$ cat src/rtl/hex_disp_pkg.sv
// Shared constants and types for the hex display controller.
package hex_disp_pkg;

   // All segments off (active-low)
   localparam logic [6:0] SEG_BLANK = 7'h7F;

   localparam int unsigned NDIG_DEF      = 8;
   localparam int unsigned BLINK_DIV_DEF = 25000000;

   typedef enum logic {
      StIdle = 1'b0,
      StScan = 1'b1
   } state_e;

endpackage

$ cat src/rtl/hex_display_ctrl_if.sv
// Value-transfer handshake between the requester and the display controller.
interface hex_display_ctrl_if
   import hex_disp_pkg::*;
#(
   parameter int unsigned NDIG = NDIG_DEF
);
   logic [4*NDIG-1:0] iData;
   logic              iValid;
   logic              iBlankEn;
   logic              oReady;
   logic              oBusy;

   modport master (
      output iData,
      output iValid,
      output iBlankEn,
      input  oReady,
      input  oBusy
   );

   modport slave (
      input  iData,
      input  iValid,
      input  iBlankEn,
      output oReady,
      output oBusy
   );
endinterface

$ cat src/rtl/blink_prescaler.sv
// Free-running divider producing the blink phase (1 = visible).
module blink_prescaler #(
   parameter int unsigned BLINK_DIV = 4
) (
   input  logic i_clk,
   input  logic i_rst,
   output logic o_phase
);

   localparam int unsigned CNT_W = (BLINK_DIV > 1) ? $clog2(BLINK_DIV) : 1;
   localparam logic [CNT_W-1:0] CNT_LAST = CNT_W'(BLINK_DIV - 1);

   logic [CNT_W-1:0] r_cnt;
   logic             r_phase;

   // Count to BLINK_DIV-1, wrap and toggle phase
   always_ff @(posedge i_clk) begin
      if (i_rst) begin
         r_cnt   <= '0;
         r_phase <= 1'b1;
      end else if (r_cnt == CNT_LAST) begin
         r_cnt   <= '0;
         r_phase <= ~r_phase;
      end else begin
         r_cnt   <= r_cnt + 1'b1;
      end
   end

   assign o_phase = r_phase;

endmodule

$ cat src/rtl/decoder7.sv
// Hex nibble to active-low seven-segment pattern, bit 6 = g ... bit 0 = a.
module decoder7 (
   input  logic [3:0] i_nibble,
   output logic [6:0] o_seg
);

   // Pure lookup table
   always_comb begin
      o_seg = 7'h7F;
      unique case (i_nibble)
         4'h0: o_seg = 7'h40;
         4'h1: o_seg = 7'h79;
         4'h2: o_seg = 7'h24;
         4'h3: o_seg = 7'h30;
         4'h4: o_seg = 7'h19;
         4'h5: o_seg = 7'h12;
         4'h6: o_seg = 7'h02;
         4'h7: o_seg = 7'h78;
         4'h8: o_seg = 7'h00;
         4'h9: o_seg = 7'h10;
         4'hA: o_seg = 7'h08;
         4'hB: o_seg = 7'h03;
         4'hC: o_seg = 7'h46;
         4'hD: o_seg = 7'h21;
         4'hE: o_seg = 7'h06;
         4'hF: o_seg = 7'h0E;
         default: o_seg = 7'h7F;
      endcase
   end

endmodule

$ cat src/rtl/hex_display_ctrl.sv
// Eight-digit hex display controller: latches a word, then scans it MSB-first
// through one shared decoder into per-digit segment registers.
module hex_display_ctrl
   import hex_disp_pkg::*;
#(
   parameter int unsigned NDIG      = NDIG_DEF,
   parameter int unsigned BLINK_DIV = BLINK_DIV_DEF
) (
   input  logic                 iCLK,
   input  logic                 iRST,
   hex_display_ctrl_if.slave    bus,
   input  logic                 iBlinkEn,
   output logic [7*NDIG-1:0]    oHEX
);

   localparam int unsigned IDX_W = (NDIG > 1) ? $clog2(NDIG) : 1;
   localparam logic [IDX_W-1:0] IDX_LAST = IDX_W'(NDIG - 1);

   state_e                  r_state, w_state_d;
   logic [4*NDIG-1:0]       r_shadow, w_shadow_d;
   logic                    r_blank, w_blank_d;
   logic                    r_seen_nz, w_seen_nz_d;
   logic [IDX_W-1:0]        r_idx, w_idx_d;
   logic [NDIG-1:0][6:0]    r_digits, w_digits_d;
   logic [3:0]              w_nibble;
   logic [6:0]              w_seg;
   logic                    w_phase;

   assign w_nibble = r_shadow[4*r_idx +: 4];

   decoder7 u_decoder7 (
      .i_nibble (w_nibble),
      .o_seg    (w_seg)
   );

   blink_prescaler #(
      .BLINK_DIV (BLINK_DIV)
   ) u_blink_prescaler (
      .i_clk   (iCLK),
      .i_rst   (iRST),
      .o_phase (w_phase)
   );

   // Next-state: accept in idle, write one digit per cycle while scanning
   always_comb begin
      w_state_d   = r_state;
      w_shadow_d  = r_shadow;
      w_blank_d   = r_blank;
      w_seen_nz_d = r_seen_nz;
      w_idx_d     = r_idx;
      w_digits_d  = r_digits;
      unique case (r_state)
         StIdle: begin
            if (bus.iValid) begin
               w_shadow_d  = bus.iData;
               w_blank_d   = bus.iBlankEn;
               w_seen_nz_d = 1'b0;
               w_idx_d     = IDX_LAST;
               w_state_d   = StScan;
            end
         end
         StScan: begin
            // Digit 0 is never blanked so a zero value still shows "0"
            if (r_blank && (w_nibble == 4'h0) && !r_seen_nz && (r_idx != '0)) begin
               w_digits_d[r_idx] = SEG_BLANK;
            end else begin
               w_digits_d[r_idx] = w_seg;
               w_seen_nz_d       = r_seen_nz | (w_nibble != 4'h0);
            end
            if (r_idx == '0) begin
               w_state_d = StIdle;
            end else begin
               w_idx_d = r_idx - 1'b1;
            end
         end
         default: w_state_d = StIdle;
      endcase
   end

   // State and datapath registers, synchronous reset
   always_ff @(posedge iCLK) begin
      if (iRST) begin
         r_state   <= StIdle;
         r_shadow  <= '0;
         r_blank   <= 1'b0;
         r_seen_nz <= 1'b0;
         r_idx     <= '0;
         r_digits  <= {NDIG{SEG_BLANK}};
      end else begin
         r_state   <= w_state_d;
         r_shadow  <= w_shadow_d;
         r_blank   <= w_blank_d;
         r_seen_nz <= w_seen_nz_d;
         r_idx     <= w_idx_d;
         r_digits  <= w_digits_d;
      end
   end

   assign bus.oReady = (r_state == StIdle);
   assign bus.oBusy  = (r_state != StIdle);

   // Blink masks the outputs only; digit registers keep their pattern
   always_comb begin
      oHEX = r_digits;
      if (iBlinkEn && !w_phase) begin
         oHEX = '1;
      end
   end

endmodule

$ cat src/flat_wrapper.sv
// flat-port wrapper written by rule: the top's interface ports become plain ports
module hex_display_ctrl_flat import hex_disp_pkg::*;
#(
   parameter int unsigned NDIG      = NDIG_DEF,
   parameter int unsigned BLINK_DIV = BLINK_DIV_DEF
)
  (iCLK, iRST, iBlinkEn, oHEX, bus_iData, bus_iValid, bus_iBlankEn, bus_oReady, bus_oBusy);
  hex_display_ctrl_if #(.NDIG(NDIG)) bus_i ();
  input  logic iCLK;
  input  logic iRST;
  input  logic iBlinkEn;
  output logic [7*NDIG-1:0] oHEX;
  input wire logic [$bits(bus_i.iData)-1:0] bus_iData;
  input wire logic [$bits(bus_i.iValid)-1:0] bus_iValid;
  input wire logic [$bits(bus_i.iBlankEn)-1:0] bus_iBlankEn;
  output wire logic [$bits(bus_i.oReady)-1:0] bus_oReady;
  output wire logic [$bits(bus_i.oBusy)-1:0] bus_oBusy;
  assign bus_i.iData = bus_iData;
  assign bus_i.iValid = bus_iValid;
  assign bus_i.iBlankEn = bus_iBlankEn;
  assign bus_oReady = bus_i.oReady;
  assign bus_oBusy = bus_i.oBusy;
  hex_display_ctrl #(.NDIG(NDIG), .BLINK_DIV(BLINK_DIV)) u_core (.iCLK(iCLK), .iRST(iRST), .bus(bus_i), .iBlinkEn(iBlinkEn), .oHEX(oHEX));
endmodule
$ cat config.mk
export PLATFORM = sky130hd
export DESIGN_NAME = hex_display_ctrl_flat
export DESIGN_NICKNAME = d
export VERILOG_FILES = /design/src/rtl/hex_disp_pkg.sv /design/src/rtl/hex_display_ctrl_if.sv /design/src/rtl/blink_prescaler.sv /design/src/rtl/decoder7.sv /design/src/rtl/hex_display_ctrl.sv /design/src/flat_wrapper.sv
export SDC_FILE = /design/constraint.sdc
export NUM_CORES = 1
export LEC_CHECK = 0
export ABC_AREA = 1
export BUFFER_PORTS_ARGS = -buffer_cell sky130_fd_sc_hd__buf_2
export CORE_ASPECT_RATIO = 0.6
export CORE_UTILIZATION = 45
export CTS_BUF_LIST = sky130_fd_sc_hd__clkbuf_8 sky130_fd_sc_hd__clkbuf_16
export CTS_CLUSTER_DIAMETER = 150
export DETAILED_ROUTE_END_ITERATION = 10
export GPL_TIMING_DRIVEN = 0
export PLACE_DENSITY = 0.66
export SYNTH_ARGS = -nofsm -noshare
export SYNTH_HDL_FRONTEND = slang
export SYNTH_SLANG_ARGS = --single-unit
$ cat constraint.sdc
create_clock -name iCLK -period 3.4 [get_ports iCLK]
set_input_delay 0.68 -clock iCLK [delete_from_list [all_inputs] [get_ports iCLK]]
set_output_delay 0.68 -clock iCLK [all_outputs]
set_load 0.005 [all_outputs]
==> metrics.md, run 1 <==
| Metric | Value |
|---|---|
| Slew @ Worst Pin | roughly 0.64 ns |
| Cell area after synthesis | ~6000 µm² |
| # nets final | 1090 |
| Initial antenna violation count | 0 |
| Area Growth Syn to Fin | 21.39% |
| Vias | about 6000 |
| Startpoint types | flip-flop |
| Setup TNS | 0 ns |
| Number of global-route vias before repair | 5287 |
| Final Hold Fails | 0 |
| Reg clk slew, reported paths | ~0.06 ns |
| RSZ-0062 raised after global routing | false |
| YS warnings | 0 |
| Power per cell area | around 570 nW/µm² |
| CTS HTree Levels | 4 |
| Placeable Area | about 13000 µm² |
| Worst R2R Path Depth | 18 |
| Hold slack | 0.4529 ns |
| Critical Setup Path Class | reg2reg |
| Post-CTS resize count | 0 |
| Port Buffers | a little over 90 |
| FMAX | around 340 MHz |
| Max Cap Viol | 0 |
| Final setup violating endpoints | 0 |
| Die area | ~14000 µm² |
| Largest net degree at the start of global routing | 17 |
| DR iter-0 viols | between 400 and 500 |
| Sequential-to-total area share from yosys stat | around two fifths |
| Reg-to-reg critical path startpoint | u_core.r_idx[0]$_SDFFE_PP0P_ |
| Period utilization | slightly below 90% |
| Synth Instances | just over 900 |
| DP HPWL | ~12000 µm |
| Antenna fix cells | 0 |
| Worst hold start | u_core.u_blink_prescaler.r_cnt[0]$_SDFF_PP0_ |
| Hold endpoint | u_core.u_blink_prescaler.r_cnt[0]$_SDFF_PP0_ |
| First-pass GRT wire length | ~27000 µm |
| Worst rel slew slack | ~57% |
| CTS tree | yes |
| Drt drc | 0 |
| EDFF count, synth | 0 |
| Crit path max fanout | 11 |
| Die Span Y | 91.66 µm |
| Drt wl/cell | around 13 µm |
| Status | complete, no violations |
| Fillers | roughly 1300 |
| Most used DFF post-synth | dfxtp_1 |
| IO Pins | 95 |
| Tot GR Track Use | 25.09% |
| Total gr overflow | 0 |
| Length of the first detailed-routing pass in iterations | 5 |
| CTS Buf Count | 17 |
| Ys async rst share | 0% |
| Post-CTS Setup Bufs | 0 |
| Net count of the mapped netlist | roughly 980 |
| Root Driver | clkbuf_16 |
| Vias/cell | 4.909 |
| Clock Latency Late Sink | approximately 0.42 ns |
| Die W | between 150 and 200 µm |
| Synth cell types | 36 |
| Max-slew violation count | 0 |
| Clock skew | between 0.007 and 0.008 ns |
| Setup crit end kind | flip-flop |
| WP data required | around 3.8 ns |
| Placer Congestion | approximately 0.9 |
| Leak | between 3 and 4 nW |
| Hold Crit Class | reg2reg |
| Post-CTS Hold Buffers | 0 |
| Total power | ~4.2 mW |
| R2r endpoint | u_core.r_digits[12]$_SDFFE_PP1P_ |
| Internal reg-to-reg setup slack | approximately 0.43 ns |
| Total wire length | roughly 17000 µm |
| Initial Util | 46.48% |
| Yosys reg bits | 120 |
| Post-route minimum period | around 3.0 ns |
| Post-synthesis average cell area | 6.476 µm² |
| Worst hold stages | 1 |
| Final ANT Viol Nets | 0 |
| Worst VDD drop | between 200 and 300 µV |
| Site Rows | 32 |
| TritonCTS Sinks | 120 |
| Maximum root-to-sink buffer count | 2 |
| Layout cells sized above 1 | about 16% |
| Crit path DAT | 3.32 ns |
final cells by class:
class / count / area (µm²) / area share, %
repair buffers: 93 / 465.4 / 6.359
inverters: 147 / 551.8 / 7.538
flip-flops and latches: 120 / 2402 / 32.82
multi-input cells: 626 / 2904 / 39.68
plain buffers: 38 / 171.4 / 2.342
clock buffers: 18 / 439.2 / 6.000
well taps: 170 / 212.7 / 2.906
clock inverters: 14 / 172.7 / 2.359
cell usage after synthesis, types with 2 or more instances:
cell / n / share of area [%]
clkinv_1: 2 / 0.12
buf_4: 5 / 0.62
nand2_1: 294 / 18
xor2_1: 3 / 0.44
a21oi_1: 63 / 5.2
inv_2: 12 / 0.75
nor2_1: 73 / 4.5
nand2_2: 5 / 0.52
o21ai_1: 26 / 2.2
nor4_1: 2 / 0.21
or2_2: 2 / 0.21
ha_1: 10 / 2.1
nand4_1: 20 / 2.1
dfxtp_1: 120 / 40
nor3_1: 14 / 1.2
xnor2_1: 3 / 0.44
clkbuf_1: 30 / 1.9
nand3_1: 40 / 3.3
o21ai_0: 41 / 3.4
nor2_2: 6 / 0.62
nor3b_1: 2 / 0.25
inv_1: 133 / 8.3
nand3_2: 2 / 0.33
buf_2: 2 / 0.17
o211ai_1: 4 / 0.50
o22ai_1: 7 / 0.73
layout by cell type, fill, tap and decap left out, types with 3 or more instances in the layout:
cell type | synthesis | final
nand2_1 | 294 | 294
inv_1 | 133 | 134
dfxtp_1 | 120 | 120
buf_2 | 2 | 95
nor2_1 | 73 | 73
a21oi_1 | 63 | 63
o21ai_0 | 41 | 41
nand3_1 | 40 | 40
clkbuf_1 | 30 | 30
o21ai_1 | 26 | 26
nand4_1 | 20 | 20
clkbuf_16 | 0 | 17
nor3_1 | 14 | 14
inv_2 | 12 | 12
ha_1 | 10 | 10
o22ai_1 | 7 | 7
nor2_2 | 6 | 6
nand2_2 | 5 | 5
buf_4 | 5 | 5
o211ai_1 | 4 | 4
clkinv_4 | 0 | 4
xnor2_1 | 3 | 3
xor2_1 | 3 | 3
bufinv_16 | 0 | 3
inv_6 | 0 | 3
critical path, cell delays in order (launching register included):
cell	delay (ns)
dfxtp_1	0.41
inv_2	0.06
buf_4	0.17
buf_2	0.22
nand2_1	0.09
nand2_1	0.05
nand2_1	0.06
nand2_1	0.05
nand2_1	0.05
nand2_1	0.17
inv_1	0.19
ha_1	0.21
inv_1	0.04
nor2_1	0.21
nand4_4	0.23
buf_4	0.26
nand2_1	0.19
inv_2	0.11
o21ai_1	0.13
report_power, final:
group / leakage, nW / total (mW) / internal, mW / switching, mW
Clock: 0.302 / 1.88 / 1.18 / 0.701
Sequential: 0.981 / 1.51 / 1.48 / 0.0359
Combinational: 2.26 / 0.799 / 0.234 / 0.566
Total: 3.54 / 4.19 / 2.89 / 1.30
cells by family (layout without fill, tap and decap cells):
family / count (synthesis) / after routing / share of synthesized area, %
compound gates: 144 / 144 / 12.41
buf+inv: 185 / 310 / 11.99
xor+xnor: 6 / 6 / 0.8717
simple gates: 466 / 466 / 32.81
flops: 120 / 120 / 39.84
fa+ha+maj: 10 / 10 / 2.075
per-layer routing:
| layer | vias to the layer above | wire length, µm | global-route usage [%] |
|---|---|---|---|
| met2 | 210 | 6391 | 35.31 |
| met1 | 2653 | 8883 | 38.41 |
| met3 | 21 | 1060 | 4.080 |
| li1 | 3135 | - | - |
| met4 | 0 | 190 | 7.500 |
| met5 | - | 0 | 0 |
registers in the layout, summed over array words and instances (netlist names):
signal	cells
u_core.bus.oBusy	1
u_core.r_seen_nz	1
u_core.r_shadow	32
u_core.u_blink_prescaler.o_phase	1
u_core.r_idx	3
u_core.u_blink_prescaler.r_cnt	25
u_core.r_blank	1
u_core.r_digits	56
worst max path at each step:
stage | slack (ns) | to | depth (start not counted) | from
finish | 0.43 | u_core.r_digits[12]$_SDFFE_PP1P_ | 18 | u_core.r_idx[0]$_SDFFE_PP0P_
global route | 0.18 | u_core.r_digits[12]$_SDFFE_PP1P_ | 18 | u_core.r_idx[0]$_SDFFE_PP0P_
CTS | 0.48 | u_core.r_digits[12]$_SDFFE_PP1P_ | 18 | u_core.r_idx[0]$_SDFFE_PP0P_
detailed placement | 0.51 | u_core.r_digits[12]$_SDFFE_PP1P_ | 18 | u_core.r_idx[0]$_SDFFE_PP0P_
global placement | 0.55 | u_core.r_digits[32]$_SDFFE_PP1P_ | 19 | u_core.r_idx[0]$_SDFFE_PP0P_
floorplan | 1.02 | u_core.r_digits[32]$_SDFFE_PP1P_ | 19 | u_core.r_idx[0]$_SDFFE_PP0P_
per-stage QoR:
step / util (%) / area (µm²) / worst slack [ns] / instances
final: 56.42 / 7320 / 0.4276 / 1226
after global routing: 56.42 / 7320 / 0.1823 / 1226
after CTS: 56.42 / 7320 / 0.4811 / 1226
after detailed placement: 51.71 / 6708 / 0.5129 / 1194
after global placement: 51.71 / 6708 / 0.5470 / 1194
after floorplan: - / 6030 / 1.024 / 931
Power figures use the tool's default switching activity.
==> run 2, diff against run 1 <==
--- a/config.mk
+++ b/config.mk
@@ -12,8 +12,10 @@
 export CTS_BUF_LIST = sky130_fd_sc_hd__clkbuf_8 sky130_fd_sc_hd__clkbuf_16
 export CTS_CLUSTER_DIAMETER = 150
 export DETAILED_ROUTE_END_ITERATION = 10
+export GPL_ROUTABILITY_DRIVEN = 0
 export GPL_TIMING_DRIVEN = 0
-export PLACE_DENSITY = 0.66
+export PLACE_DENSITY = 0.65
 export SYNTH_ARGS = -nofsm -noshare
 export SYNTH_HDL_FRONTEND = slang
+export SYNTH_HIERARCHICAL = 1
 export SYNTH_SLANG_ARGS = --single-unit
==> run 2 against run 1 <==
Effect of this change:
- core utilization shrank 0.31 points
- routed wire length increased by 8.1%
- first-iteration DRC count up 50%
- worst hold slack got worse by 0.014 ns
==> metrics.md, run 2 <==
| Metric | Value |
|---|---|
| Placeable Area | 13790 µm² (+6.3%) |
| CTS Buf Count | 17 (unchanged) |
| Initial Util | 46.66% (+0.18 points) |
| Die W | 156.4 µm (+3.3%) |
| Net count of the mapped netlist | 1064 (+8.8%) |
| Fillers | 1415 (+7.7%) |
| Worst R2R Path Depth | 16 (-2) |
| Top cells by count, synth | 306 x nand2_1, 135 x inv_1, 120 x dfxtp_1, 104 x nor2_1, 99 x nand3_1 |
| Highest Signal Layer | met4 |
| Leading cell types in the layout, fill and taps excluded | 306 x nand2_1, 136 x inv_1, 120 x dfxtp_1, 104 x nor2_1, 99 x nand3_1 |
| First-pass GRT wire length | 28580 µm (+7.2%) |
| Synth area leaders | dfxtp_1 37%, nand2_1 18%, inv_1 7.9% |
| Total gr overflow | 0 (unchanged) |
| Drt drc | 0 (unchanged) |
| Post-synth top area cell | dfxtp_1 |
| Final setup margin | 0.5917 ns (+0.1641 ns) |
| Setup TNS | 0 ns (unchanged) |
| Largest net degree at the start of global routing | 17 (unchanged) |
| Crit path max fanout | 10 (-1) |
| Antenna fix cells | 0 (unchanged) |
| CTS HTree Levels | 4 (unchanged) |
| Internal reg-to-reg setup slack | 0.79 ns (+0.36 ns) |
| Port Buffers | 94 (+1.1%) |
| Post-route minimum period | 2.808 ns (-0.1641 ns) |
| DR WL met3 | 1548 µm (+46%) |
| Max Cap Viol | 0 (unchanged) |
| Reg-to-reg critical path startpoint | u_core/r_idx[1]$_SDFFE_PP0P_ |
| Post-CTS Hold Buffers | 0 (unchanged) |
| Total wire length | 17860 µm (+8.1%) |
| YS warnings | 6 (+6) |
| Vias/cell | 4.910 (about the same) |
| # nets final | 1177 (+8.0%) |
| Period utilization | 82.60% (-4.8 points) |
| Startpoint types | primary input |
| Internal power | 2.871 mW (-0.63%) |
| Biggest regs | u_core/r_digits x56, u_core/r_shadow x32, u_core/u_blink_prescaler/r_cnt x25 |
| Most common cell after layout, fill and taps aside | nand2_1 |
| Most used DFF post-synth | dfxtp_1 |
| Worst rel slew slack | 50.40% (-6.9 points) |
| Final setup violating endpoints | 0 (unchanged) |
| Area Growth Syn to Fin | 20.26% |
| Layout cells sized above 1 | 15.40% (-0.13 points) |
| Slew @ Worst Pin | 0.7440 ns (+0.1029 ns) |
| Post-synthesis average cell area | 6.327 µm² (-2.3%) |
| Share of the synthesized area in the top cell type | 37.33% (-2.5 points) |
| Crit path DAT | 2.13 ns (-1.19 ns) |
| Max-slew violation count | 0 (unchanged) |
| RSZ-0062 raised after global routing | false |
| Total power | 4.177 mW (-0.33%) |
| Count leader, synth | nand2_1 |
| Comb pwr share | 20.7% (+1.6 points) |
| Clock Latency Late Sink | 0.41 ns (about the same) |
| Worst Setup SP | iBlinkEn |
| Setup crit end kind | output pin |
| Cell area after synthesis | 6435 µm² (+6.7%) |
| Worst Setup EP | oHEX[16] |
| Maximum root-to-sink buffer count | 2 (unchanged) |
| Sequential-to-total area share from yosys stat | 37.33% (-2.5 points) |
| Leak | 3.682 nW (+4.0%) |
| DR iter-0 viols | 613 (+50%) |
| FMAX | 356.1 MHz (+5.8%) |
| Clock skew | 0.008840 ns (+0.001358 ns) |
| Yosys reg bits | 120 (unchanged) |
| WP data required | 2.72 ns (-1.03 ns) |
| Status | complete, no violations |
| Tot GR Track Use | 25.21% (+0.13 points) |
| Post-CTS resize count | 0 (unchanged) |
| Worst VDD drop | 217.6 µV (-26%) |
| Largest register FFs | 56 (unchanged) |
| Pre-CTS setup slack | 0.6081 ns (+0.09520 ns) |
| EDFF count, synth | 0 (unchanged) |
| CTS tree | yes |
| Initial antenna violation count | 0 (unchanged) |
| Hold Crit Class | reg2reg |
| Synth Instances | 1017 (+9.2%) |
| Wire length on met2 | 6452 µm (+0.95%) |
| Synth cell types | 31 (-14%) |
| Met1 WL | 9697 µm (+9.2%) |
| Switch share | 31.27% (+0.21 points) |
| IO Pins | 95 (unchanged) |
| Final ANT Viol Nets | 0 (unchanged) |
| Root Driver | clkbuf_16 |
| R2r endpoint | u_core/r_digits[42]$_SDFFE_PP1P_ |
| Post-CTS Setup Bufs | 0 (unchanged) |
| Number of global-route vias before repair | 5611 (+6.1%) |
| Critical Setup Path Class | in2out |
| Final Hold Fails | 0 (unchanged) |
| DP HPWL | 13320 µm (+11%) |
| Reg clk slew, reported paths | 0.05 ns (about the same) |
| Ys async rst share | 0% (unchanged) |
| Drt wl/cell | 13.38 µm (-0.74%) |
| Length of the first detailed-routing pass in iterations | 5 (unchanged) |
| Die area | 14800 µm² (+6.6%) |
| Sequential share of power | 36.3% (+0.2 points) |
| Biggest register | u_core/r_digits |
| TritonCTS Sinks | 120 (unchanged) |
| Power per cell area | 539.8 nW/µm² (-5.7%) |
| Site Rows | 33 (+3.1%) |
| Clock group share of total power | 43.0% (-1.8 points) |
| Vias | 6555 (+8.9%) |
| Die Span Y | 94.63 µm (+3.2%) |
| Sw power | 1.306 mW (+0.34%) |
run 2: metrics by stage:
step                      area [µm²]  hold WS [ns]  utilization, %  cells
after floorplan                 6435        0.4178               -   1017
after global placement          7146        0.4284           51.81   1303
after detailed placement        7146        0.4370           51.81   1303
after CTS                       7739        0.4461           56.12   1335
after global routing            7739        0.4720           56.12   1335
final                           7739        0.4392           56.12   1335
run 2: cells by family (layout without fill, tap and decap cells):
group           Yosys count  in the layout  share of synthesized area [%]
flops                   120            120                          37.33
buf+inv                 195            321                          12.74
fa+ha+maj                10             10                          1.944
xor+xnor                 10             10                          1.361
compound gates          150            150                          12.17
simple gates            532            532                          34.45
run 2: per-layer routing:
layer	vias up	track usage, %
li1	3399	-
met1	2880	39.38
met2	259	33.41
met3	17	5.186
met4	0	7.761
met5	-	0
run 2: worst min-delay path by stage:
stage	startpoint	to	slack, ns	cells after the start
finish	u_core/u_blink_prescaler/r_cnt[0]$_SDFF_PP0_	u_core/u_blink_prescaler/r_cnt[0]$_SDFF_PP0_	0.44	1
CTS	u_core/u_blink_prescaler/r_cnt[0]$_SDFF_PP0_	u_core/u_blink_prescaler/r_cnt[0]$_SDFF_PP0_	0.45	1
global route	u_core/r_shadow[25]$_SDFFE_PP0P_	u_core/r_shadow[25]$_SDFFE_PP0P_	0.47	2
floorplan	u_core/u_blink_prescaler/r_cnt[0]$_SDFF_PP0_	u_core/u_blink_prescaler/r_cnt[0]$_SDFF_PP0_	0.42	1
global placement	u_core/u_blink_prescaler/r_cnt[0]$_SDFF_PP0_	u_core/u_blink_prescaler/r_cnt[0]$_SDFF_PP0_	0.43	1
detailed placement	u_core/u_blink_prescaler/r_cnt[0]$_SDFF_PP0_	u_core/u_blink_prescaler/r_cnt[0]$_SDFF_PP0_	0.44	1
run 2: power groups by stage:
stage	combinational, mW	sequential (mW)	clock [mW]
2_1_floorplan	0.585	1.54	0
3_3_place_gp	0.840	1.54	0
3_5_place_dp	0.839	1.55	0
4_1_cts	0.844	1.52	1.82
5_1_grt	0.963	1.52	1.88
6_report	0.864	1.52	1.80
run 2: critical path, cell delays in order:
cell and delay, ns:
buf_2 0.11, nand2_1 0.09, clkbuf_1 0.46, buf_1 0.46, nand2_1 0.16, buf_2 0.17
run 2: cell type report:
| class | count | area (µm²) | share of cell area, % |
|---|---|---|---|
| Timing Repair Buffer | 94 | 470.5 | 6.079 |
| Inverter | 149 | 559.3 | 7.227 |
| Clock buffer | 20 | 466.7 | 6.031 |
| Buffer | 46 | 260.3 | 3.363 |
| Multi-Input combinational cell | 702 | 3213 | 41.52 |
| Tap cell | 192 | 240.2 | 3.104 |
| Sequential cell | 120 | 2402 | 31.04 |
| Clock inverter | 12 | 126.4 | 1.633 |
